===== src/rtl/req_capture_enc4_pkg.sv =====
// Purpose : shared constants, FSM state encoding and a one-hot helper for the
//           request-capture front end of the 4:2 encoder.
// Latency : n/a (declarations only). Backpressure: n/a.
package en_pkg;

  localparam int NUM_REQ = 4;  // request lines; fixed at 4 for this revision
  localparam int IDX_W   = 2;  // log2(NUM_REQ)

  typedef enum logic {
    ST_IDLE = 1'b0,
    ST_HOLD = 1'b1
  } state_e;

  // Bit mask with only position idx set; used to clear the served pending bit.
  function automatic logic [NUM_REQ-1:0] onehot(input logic [IDX_W-1:0] idx);
    logic [NUM_REQ-1:0] m;
    m      = '0;
    m[idx] = 1'b1;
    return m;
  endfunction

endpackage


===== src/rtl/req_capture_enc4_if.sv =====
// Purpose : request/encoded-event bundle between the request source + consumer
//           (master side) and req_capture_enc4 (slave side).
// Latency : n/a. Backpressure: out_valid/out_ready handshake on idx.
// Signals : req[3:0] async level inputs, out_ready consumer accept,
//           out_valid/idx encoded event, pending[3:0] status, overflow pulse.
interface req_capture_enc4_if;
  import en_pkg::*;

  logic [NUM_REQ-1:0] req;
  logic               out_ready;
  logic               out_valid;
  logic [IDX_W-1:0]   idx;
  logic [NUM_REQ-1:0] pending;
  logic               overflow;

  // Source/consumer side: drives requests and ready, observes the event stream.
  modport master (
    output req, out_ready,
    input  out_valid, idx, pending, overflow
  );

  // Capture block side.
  modport slave (
    input  req, out_ready,
    output out_valid, idx, pending, overflow
  );

endinterface


===== src/rtl/req_capture_enc4_rr_pick4.sv =====
// Purpose : combinational round-robin picker; first set bit of vec scanning
//           start, start+1, ... mod 4.
// Latency : 0 cycles (pure comb). Backpressure: none.
// Ports   : vec[3:0] candidates, start[1:0] scan origin, idx[1:0] winner,
//           any = vec has at least one bit set.
module rr_pick4
  import en_pkg::*;
(
  input  logic [NUM_REQ-1:0] vec,
  input  logic [IDX_W-1:0]   start,
  output logic [IDX_W-1:0]   idx,
  output logic               any
);

  logic [IDX_W-1:0] cand;

  // Scan from the farthest offset down to offset 0 so the closest set bit to
  // start is the last assignment and therefore wins. Index arithmetic wraps
  // naturally in IDX_W bits.
  always_comb begin
    idx  = '0;
    any  = 1'b0;
    cand = '0;
    for (int k = NUM_REQ - 1; k >= 0; k--) begin
      cand = start + IDX_W'(k);
      if (vec[cand]) begin
        idx = cand;
        any = 1'b1;
      end
    end
  end

endmodule


===== src/rtl/req_capture_enc4.sv =====
// Purpose : synchronise 4 async request lines, capture rising edges as sticky
//           pending bits, serve them round-robin as a registered 2-bit index.
// Latency : req_s edge -> pending +1 cycle -> out_valid +2 cycles (pin adds SYNC_STAGES).
// Backpres: idx held stable while out_ready=0; repeat edges on a pending line
//           are dropped and flagged by a one-cycle overflow pulse.
// Ports   : clk, rst (async active-high), bus (slave modport: req, out_ready in;
//           out_valid, idx, pending, overflow out).
module req_capture_enc4
  import en_pkg::*;
#(
  parameter int SYNC_STAGES = 2  // legal range 1..3
) (
  input logic         clk,
  input logic         rst,
  req_capture_enc4_if.slave bus
);

  logic [NUM_REQ-1:0] sync_q [SYNC_STAGES];
  logic [NUM_REQ-1:0] req_s;
  logic [NUM_REQ-1:0] req_q;
  logic [NUM_REQ-1:0] rise;
  logic [NUM_REQ-1:0] clr;
  logic [NUM_REQ-1:0] nxt;
  logic [NUM_REQ-1:0] pending_q, pending_d;
  logic               overflow_q, overflow_d;
  logic               accept;

  state_e             state_q, state_d;
  logic [IDX_W-1:0]   idx_q, idx_d;
  logic [IDX_W-1:0]   ptr_q, ptr_d;
  logic [IDX_W-1:0]   idx_inc;
  logic               out_valid_q, out_valid_d;

  logic [NUM_REQ-1:0] pick_vec;
  logic [IDX_W-1:0]   pick_start;
  logic [IDX_W-1:0]   pick_idx;
  logic               pick_any;

  // Synchroniser and edge-detect history. req_q resets to 0, so a line held
  // high across reset release is seen as one fresh edge.
  always_ff @(posedge clk or posedge rst) begin
    if (rst) begin
      for (int i = 0; i < SYNC_STAGES; i++) sync_q[i] <= '0;
      req_q <= '0;
    end else begin
      sync_q[0] <= bus.req;
      for (int i = 1; i < SYNC_STAGES; i++) sync_q[i] <= sync_q[i-1];
      req_q <= req_s;
    end
  end

  assign req_s   = sync_q[SYNC_STAGES-1];
  assign rise    = req_s & ~req_q;
  assign accept  = out_valid_q & bus.out_ready;
  assign clr     = accept ? onehot(idx_q) : '0;
  assign nxt     = pending_q & ~clr;
  // A rise on the bit being cleared this cycle survives as a new event.
  assign pending_d  = nxt | rise;
  assign overflow_d = |(rise & nxt);
  assign idx_inc    = idx_q + IDX_W'(1);

  // One picker shared by both states: IDLE scans all pending from ptr, HOLD
  // scans what remains after this accept, starting just past the served line.
  // Same-cycle rises are deliberately excluded from the HOLD scan.
  assign pick_vec   = (state_q == ST_HOLD) ? nxt : pending_q;
  assign pick_start = (state_q == ST_HOLD) ? idx_inc : ptr_q;

  rr_pick4 u_pick (
    .vec   (pick_vec),
    .start (pick_start),
    .idx   (pick_idx),
    .any   (pick_any)
  );

  // FSM state register.
  always_ff @(posedge clk or posedge rst) begin
    if (rst) state_q <= ST_IDLE;
    else     state_q <= state_d;
  end

  // FSM next state.
  always_comb begin
    state_d = state_q;
    case (state_q)
      ST_IDLE: if (pick_any)             state_d = ST_HOLD;
      ST_HOLD: if (accept && !pick_any)  state_d = ST_IDLE;
      default:                           state_d = ST_IDLE;
    endcase
  end

  // FSM outputs (next values of the registered outputs and the rr pointer).
  always_comb begin
    idx_d       = idx_q;
    ptr_d       = ptr_q;
    out_valid_d = (state_d == ST_HOLD);
    case (state_q)
      ST_IDLE: begin
        if (pick_any) idx_d = pick_idx;
      end
      ST_HOLD: begin
        if (accept) begin
          ptr_d = idx_inc;
          if (pick_any) idx_d = pick_idx;
        end
      end
      default: begin
        idx_d = '0;
        ptr_d = '0;
      end
    endcase
  end

  always_ff @(posedge clk or posedge rst) begin
    if (rst) begin
      pending_q   <= '0;
      overflow_q  <= 1'b0;
      idx_q       <= '0;
      ptr_q       <= '0;
      out_valid_q <= 1'b0;
    end else begin
      pending_q   <= pending_d;
      overflow_q  <= overflow_d;
      idx_q       <= idx_d;
      ptr_q       <= ptr_d;
      out_valid_q <= out_valid_d;
    end
  end

  assign bus.out_valid = out_valid_q;
  assign bus.idx       = idx_q;
  assign bus.pending   = pending_q;
  assign bus.overflow  = overflow_q;

endmodule


===== src/flat_wrapper.sv =====
// flat-port wrapper written by rule: the top's interface ports become plain ports
module req_capture_enc4_flat import en_pkg::*;
#(
  parameter int SYNC_STAGES = 2                     
)
  (clk, rst, bus_req, bus_out_ready, bus_out_valid, bus_idx, bus_pending, bus_overflow);
  req_capture_enc4_if bus_i ();
  input logic clk;
  input logic rst;
  input wire logic [$bits(bus_i.req)-1:0] bus_req;
  input wire logic [$bits(bus_i.out_ready)-1:0] bus_out_ready;
  output wire logic [$bits(bus_i.out_valid)-1:0] bus_out_valid;
  output wire logic [$bits(bus_i.idx)-1:0] bus_idx;
  output wire logic [$bits(bus_i.pending)-1:0] bus_pending;
  output wire logic [$bits(bus_i.overflow)-1:0] bus_overflow;
  assign bus_i.req = bus_req;
  assign bus_i.out_ready = bus_out_ready;
  assign bus_out_valid = bus_i.out_valid;
  assign bus_idx = bus_i.idx;
  assign bus_pending = bus_i.pending;
  assign bus_overflow = bus_i.overflow;
  req_capture_enc4 #(.SYNC_STAGES(SYNC_STAGES)) u_core (.clk(clk), .rst(rst), .bus(bus_i));
endmodule

===== config.mk =====
export PLATFORM = sky130hd
export DESIGN_NAME = req_capture_enc4_flat
export DESIGN_NICKNAME = d
export VERILOG_FILES = /design/src/rtl/req_capture_enc4_pkg.sv /design/src/rtl/req_capture_enc4_if.sv /design/src/rtl/req_capture_enc4_rr_pick4.sv /design/src/rtl/req_capture_enc4.sv /design/src/flat_wrapper.sv
export SDC_FILE = /design/constraint.sdc
export NUM_CORES = 1
export LEC_CHECK = 0
export ABC_AREA = 1
export CAP_MARGIN = 30
export CORE_MARGIN = 3
export CORE_UTILIZATION = 50
export CTS_BUF_LIST = sky130_fd_sc_hd__clkbuf_2
export CTS_CLUSTER_DIAMETER = 30
export CTS_CLUSTER_SIZE = 16
export DETAILED_ROUTE_END_ITERATION = 10
export GPL_TIMING_DRIVEN = 0
export HOLD_SLACK_MARGIN = 0.1
export PLACE_DENSITY = 0.71
export SLEW_MARGIN = 10
export SYNTH_ARGS = -nofsm -noshare
export SYNTH_HDL_FRONTEND = slang
export SYNTH_HIERARCHICAL = 1
export SYNTH_SLANG_ARGS = --single-unit

===== constraint.sdc =====
create_clock -name clk -period 2.9 [get_ports clk]
set_clock_uncertainty 0.2 [all_clocks]
set_input_delay 0.29 -clock clk [delete_from_list [all_inputs] [get_ports clk]]
set_output_delay 0.29 -clock clk [all_outputs]
set_load 0.05 [all_outputs]

## After elaboration in Yosys (flattened, before gate mapping)

Cells that the tools add are included.

| operators by class | value |
|---|---|
| add/subtract/negate cells | 4 |
| magnitude comparators | 6 |
| eq/ne operators | 1 |
| multiplexer cells | 27 |
| bitwise operators | 8 |
| reductions and logical operators | 5 |

Operators by type and width:

| cell | count |
|---|---|
| less-than comparator 2 x 3 -> 1 bit (second input constant) | 5 |
| two-way mux 2 bit | 7 |
| bitwise AND 4 bit | 3 |
| two-way mux 1 bit | 11 |
| binary-select mux 1 bit (select 2 bit) | 4 |
| two-way mux 4 bit | 2 |
| inverter 4 bit | 2 |
| adder 2 x 1 -> 2 bit (second input constant) | 2 |
| adder 2 bit (second input constant) | 2 |
| bitwise OR 4 bit | 1 |
| one-hot mux 2 bit (2 select lines) | 1 |
| OR reduction 4 bit | 1 |
| demux 1 bit (select 2 bit) | 1 |
| greater-or-equal comparator 2 x 1 -> 1 bit (second input constant) | 1 |
| logical AND 1 bit | 2 |
| inequality test 2 x 1 -> 1 bit (second input constant) | 1 |
| one-hot mux 1 bit (2 select lines) | 1 |
| AND reduction 2 bit | 1 |
| bitwise AND 1 bit | 1 |
| logical NOT 1 bit | 1 |
| inverter 1 bit | 1 |

| storage, ports and cells | value |
|---|---|
| bits in registers | 22 |
| bits of input ports | 7 |
| output and inout port bits | 8 |
| word-level logic and storage cells | 59 |

## Depth between registers and ports, before layout

| logic depth | value |
|---|---|
| depth in word-level cells | 18 |
| gate-level depth with buffers | 16 |
| mapped depth without buffers | 16 |

## Cells and area by module

The synthesis kept the hierarchy.

Modules (own cells, without submodules):

| module | times used | cells an instance | area each (µm²) |
|---|---|---|---|
| req_capture_enc4 | 1 | 79 | 838.3 |
| rr_pick4 | 1 | 44 | 215.2 |

## Worst setup path before layout

No wires, ideal clock.

| timing path | value |
|---|---|
| path type | register to register |
| from | reg u_core.idx_q[0] (netlist: u_core/bus.idx[0]) |
| to | reg u_core.idx_q[0] (netlist: u_core/bus.idx[0]) |
| data arrival time | 2130 ps |
| data required time | 2574 ps |
| setup slack | 445 ps |
| cell stages (with the launch flop) | 16 |
| path buffers | 0 |
| clock period less this slack | 2455 ps |
| path through | dfrtp_1 inv_1 ha_1 inv_1 o21ai_0 inv_2 nand2_1 nand2_2 inv_2 nand2_1 nand3_2 nand2_1 nand2_1 nand2_1 nor2_1 a21oi_1 |

| between the ends | value |
|---|---|
| elaborated cells between the ends (all ways) | 33 |
| those cells by class | add/sub: 4; order compare: 2; mux: 24; bitwise: 2; reduce/logical: 1 |

RTL lines:

| what | RTL line | source |
|---|---|---|
| from (decl) | req_capture_enc4.sv:29 | `logic [IDX_W-1:0] idx_q, idx_d;` |
| from (signal assigned) | req_capture_enc4.sv:123 | `idx_q <= idx_d;` |
| adder 2 x 1 -> 2 bit (*) | req_capture_enc4.sv:60 | `assign idx_inc = idx_q + IDX_W'(1);` |
| via u_core.idx_inc[0] | req_capture_enc4.sv:31 | `logic [IDX_W-1:0] idx_inc;` |
| two-way mux 2 bit (*) | req_capture_enc4.sv:66 | `assign pick_start = (state_q == ST_HOLD) ? idx_inc : ptr_q;` |
| adder 2 bit | req_capture_enc4_rr_pick4.sv:25 | `cand = start + IDX_W'(k);` |
| binary-select mux 1 bit (select 2 bit) | req_capture_enc4_rr_pick4.sv:26 | `if (vec[cand]) begin` |
| two-way mux 1 bit (not written as such) | req_capture_enc4_rr_pick4.sv:26 |  |
| two-way mux 2 bit (3 in series) | req_capture_enc4_rr_pick4.sv:26 |  |
| two-way mux 2 bit (*) | req_capture_enc4_rr_pick4.sv:26 |  |
| via u_core.pick_idx[0] | req_capture_enc4.sv:36 | `logic [IDX_W-1:0] pick_idx;` |
| two-way mux 2 bit (*) | req_capture_enc4.sv:98, req_capture_enc4.sv:103 |  |
| two-way mux 2 bit | req_capture_enc4.sv:101 | `if (accept) begin` |
| one-hot mux 2 bit (2 select lines) (*) | req_capture_enc4.sv:96 | `case (state_q)` |

The timed path passes the listed nets; every way through them passes the cells marked *. The select of a mux whose other input is x is not followed.
A chain may end at the register's enable or synchronous reset.

## Final worst setup path

Ends and elaborated chain as after synthesis.

==> flow_summary.ini <==
[clock_network]
hold_buffers = 0
cts_buffer_depth = 2
root_buffer = clkbuf_2
clock_latency_ns = 0.32
cts_max_level = 1
cts_buffers = 3
post-cts-setup-buffers = 0
cts_tree = done
cts_resized = 0
clk_pin_slew_ns = 0.20
clock_sinks = 22

[timing]
fin_crit_sh = 0.852
hold_violations = 0
setup_viol = 0
rsz0062_at_grt = no
final_max_slew_viol_count = 0
worst_pin_slew_ns = 0.788
max-slew-margin-rel = 0.474
fin_hold_ws_ns = 0.180
clock.fmax_mhz = 405
min_period_ns = 2.47
setup_tns_ns = 0

[drt]
wirelength_mm = 1.93
post-route-drc-count = 0
dr.pass1.iters = 4
vias = 774
drtIter0Drc = 11
wire_per_inst_um = 11.7
vias_per_cell = 4.66
final_antenna_net_count = 0

[layout]
antenna_cells = 0
final_core_util = 0.684
final_nets = 153
synthToLayoutAreaGrowth_pct = 20.5
drive_gt1_frac = 0.142
design_area_um2 = 1270

[global_routing]
grt_pass1_wl_mm = 3.27
grt_usage = 0.170
grt_pass1_vias = 785
antenna_found_initial = 0
grt-ovfl-total = 0
grt_max_degree = 23

[synth]
ys_warn_count = 6
ys.flop_type = dfrtp_1
synth_top_area_frac = 0.523
synth-seq-cells = 22
ys_top_cells_by_count = nand2_1, dfrtp_1, inv_1
synth_edf_count = 0
postSynthAreaPerCell_um2 = 8.57
postSynth.asyncResetShare = 1.00
synth_top_area_cell = dfrtp_1
syn_inst = 123
synth_nets = 134
synth.area.top_cells = dfrtp_1, nand2_1, nand3_1, inv_1, ha_1
yosysMostFrequentCell = nand2_1
syn_area_um2 = 1050
ys_seq_area_frac = 0.523
synth_cell_types = 18

[setup_path]
arrival_ns = 2.53
slowest_stage = dfrtp_1
cp-end-kind = flip-flop
cp_common_cell = nand2_1
crit_path_start_kind = flip-flop
slowest_delay_ns = 0.49
cp_cell_sequence = inv_1 > ha_1 > inv_1 > o21ai_0 > inv_2 > nand2_1 > nand2_2 > inv_2 > nand2_1 > nand3_2 > nand3_1 > nand2_1 > nor2_1 > a21oi_1
cp_max_fo = 6
crit_type = reg2reg
critPathRequiredTime_ns = 2.95

[place]
place_area_um2 = 1220
gp_congestion = 0.822
io_buffers = 14
dp_hpwl_mm = 1.50

[power]
power_density_nw_per_um2 = 1280
power.total_mw = 1.63
leakage_nw = 0.670
vdd_drop_max_mv = 0.687

[die]
start_util = 0.567
fp-row-count = 15
io_pins = 15
die_area_um2 = 2690
die_h_um = 51.9
die_x_um = 51.9
core-area_um2 = 1860

[job]
max_cap_viol_count = 0

[worst_hold_path]
hold_class = in2async

[run_status]
status = finished clean
-- kinds of logic after synthesis --
family	Yosys count	share of synthesized area
AND/OR/NAND/NOR	58	0.248
adder cells (fa/ha/maj)	4	0.0475
AO/OA/AOI/OAI	14	0.0831
buffers and inverters	25	0.0986
flip-flops	22	0.523
-- metal layers --
layer  GRT usage  wire (um)  up-vias
met5           0          0        -
met3      0.0372         50        4
met4      0.0786         27        0
li1            -          -      413
met2       0.289        923       14
met1       0.205        931      343
-- placed cells by master, fill, tap and decap left out --
| cell type | synthesis | layout |
|---|---|---|
| o21bai_1 | 1 | 1 |
| inv_1 | 18 | 18 |
| a21oi_1 | 2 | 2 |
| o21ai_1 | 1 | 1 |
| inv_2 | 5 | 5 |
| dfrtp_1 | 22 | 22 |
| nand3_2 | 1 | 1 |
| nand2_2 | 5 | 5 |
| inv_4 | 1 | 1 |
| clkbuf_2 | 0 | 3 |
| bufinv_16 | 0 | 1 |
| clkdlybuf4s50_1 | 0 | 14 |
| o21ai_2 | 1 | 1 |
| ha_1 | 4 | 4 |
| nor2_1 | 8 | 8 |
| and2_4 | 1 | 1 |
| o21ai_4 | 1 | 1 |
| buf_6 | 1 | 1 |
| nand3_1 | 16 | 16 |
| nand2_1 | 27 | 27 |
| o21ai_0 | 8 | 8 |
-- path summary, 6_finish.rpt --
path                                    from           endpoint  slack [ns]  depth (start not counted)
max in group asynchronous                rst    u_core/ptr_q[0]        1.83                          2
setup reg to reg           u_core/bus.idx[0]  u_core/bus.idx[0]        0.43                         14
setup / recovery           u_core/bus.idx[0]  u_core/bus.idx[0]        0.43                         14
min in group clk            u_core/sync_q[7]    u_core/req_s[3]        0.18                          0
hold / removal                           rst   u_core/sync_q[7]        0.18                          2
hold reg to reg             u_core/sync_q[7]    u_core/req_s[3]        0.18                          0
-- worst max-delay path, delay by kind of cell (launching register included) --
family	cells	cell delay, ns
AO/OA/AOI/OAI	2	0.55
adder cells (fa/ha/maj)	1	0.30
flip-flops	1	0.49
buffers and inverters	4	0.31
AND/OR/NAND/NOR	7	0.55
-- stage by stage --
stage          setup slack (ns)  cells
2_1_floorplan             0.445    123
3_3_place_gp              0.572    162
3_5_place_dp              0.484    162
4_1_cts                   0.449    166
5_1_grt                   0.128    166
6_report                  0.428    166
-- area by class of cell --
cell class	instances	area (um2)
repair buffers	14	140
well taps	25	31.3
fillers	162	588
clock buffers	3	15.0
multi-input cells	76	399
inverters	24	92.6
clock inverters	1	30.0
flip-flops and latches	22	551
plain buffers	1	11.3
-- where the power goes --
group          total (mW)  internal [mW]  switching (mW)
Combinational       0.987          0.336           0.652
Clock               0.209          0.119          0.0897
Sequential          0.431          0.376          0.0550
-- sequential cells by signal, summed over array words and instances (netlist names) --
name / flops
u_core/req_q: 4
u_core/bus.out_valid: 1
u_core/req_s: 4
u_core/bus.pending: 4
u_core/bus.idx: 2
u_core/sync_q: 4
u_core/bus.overflow: 1
u_core/ptr_q: 2
No activity file was read; power rests on OpenSTA's default activity.
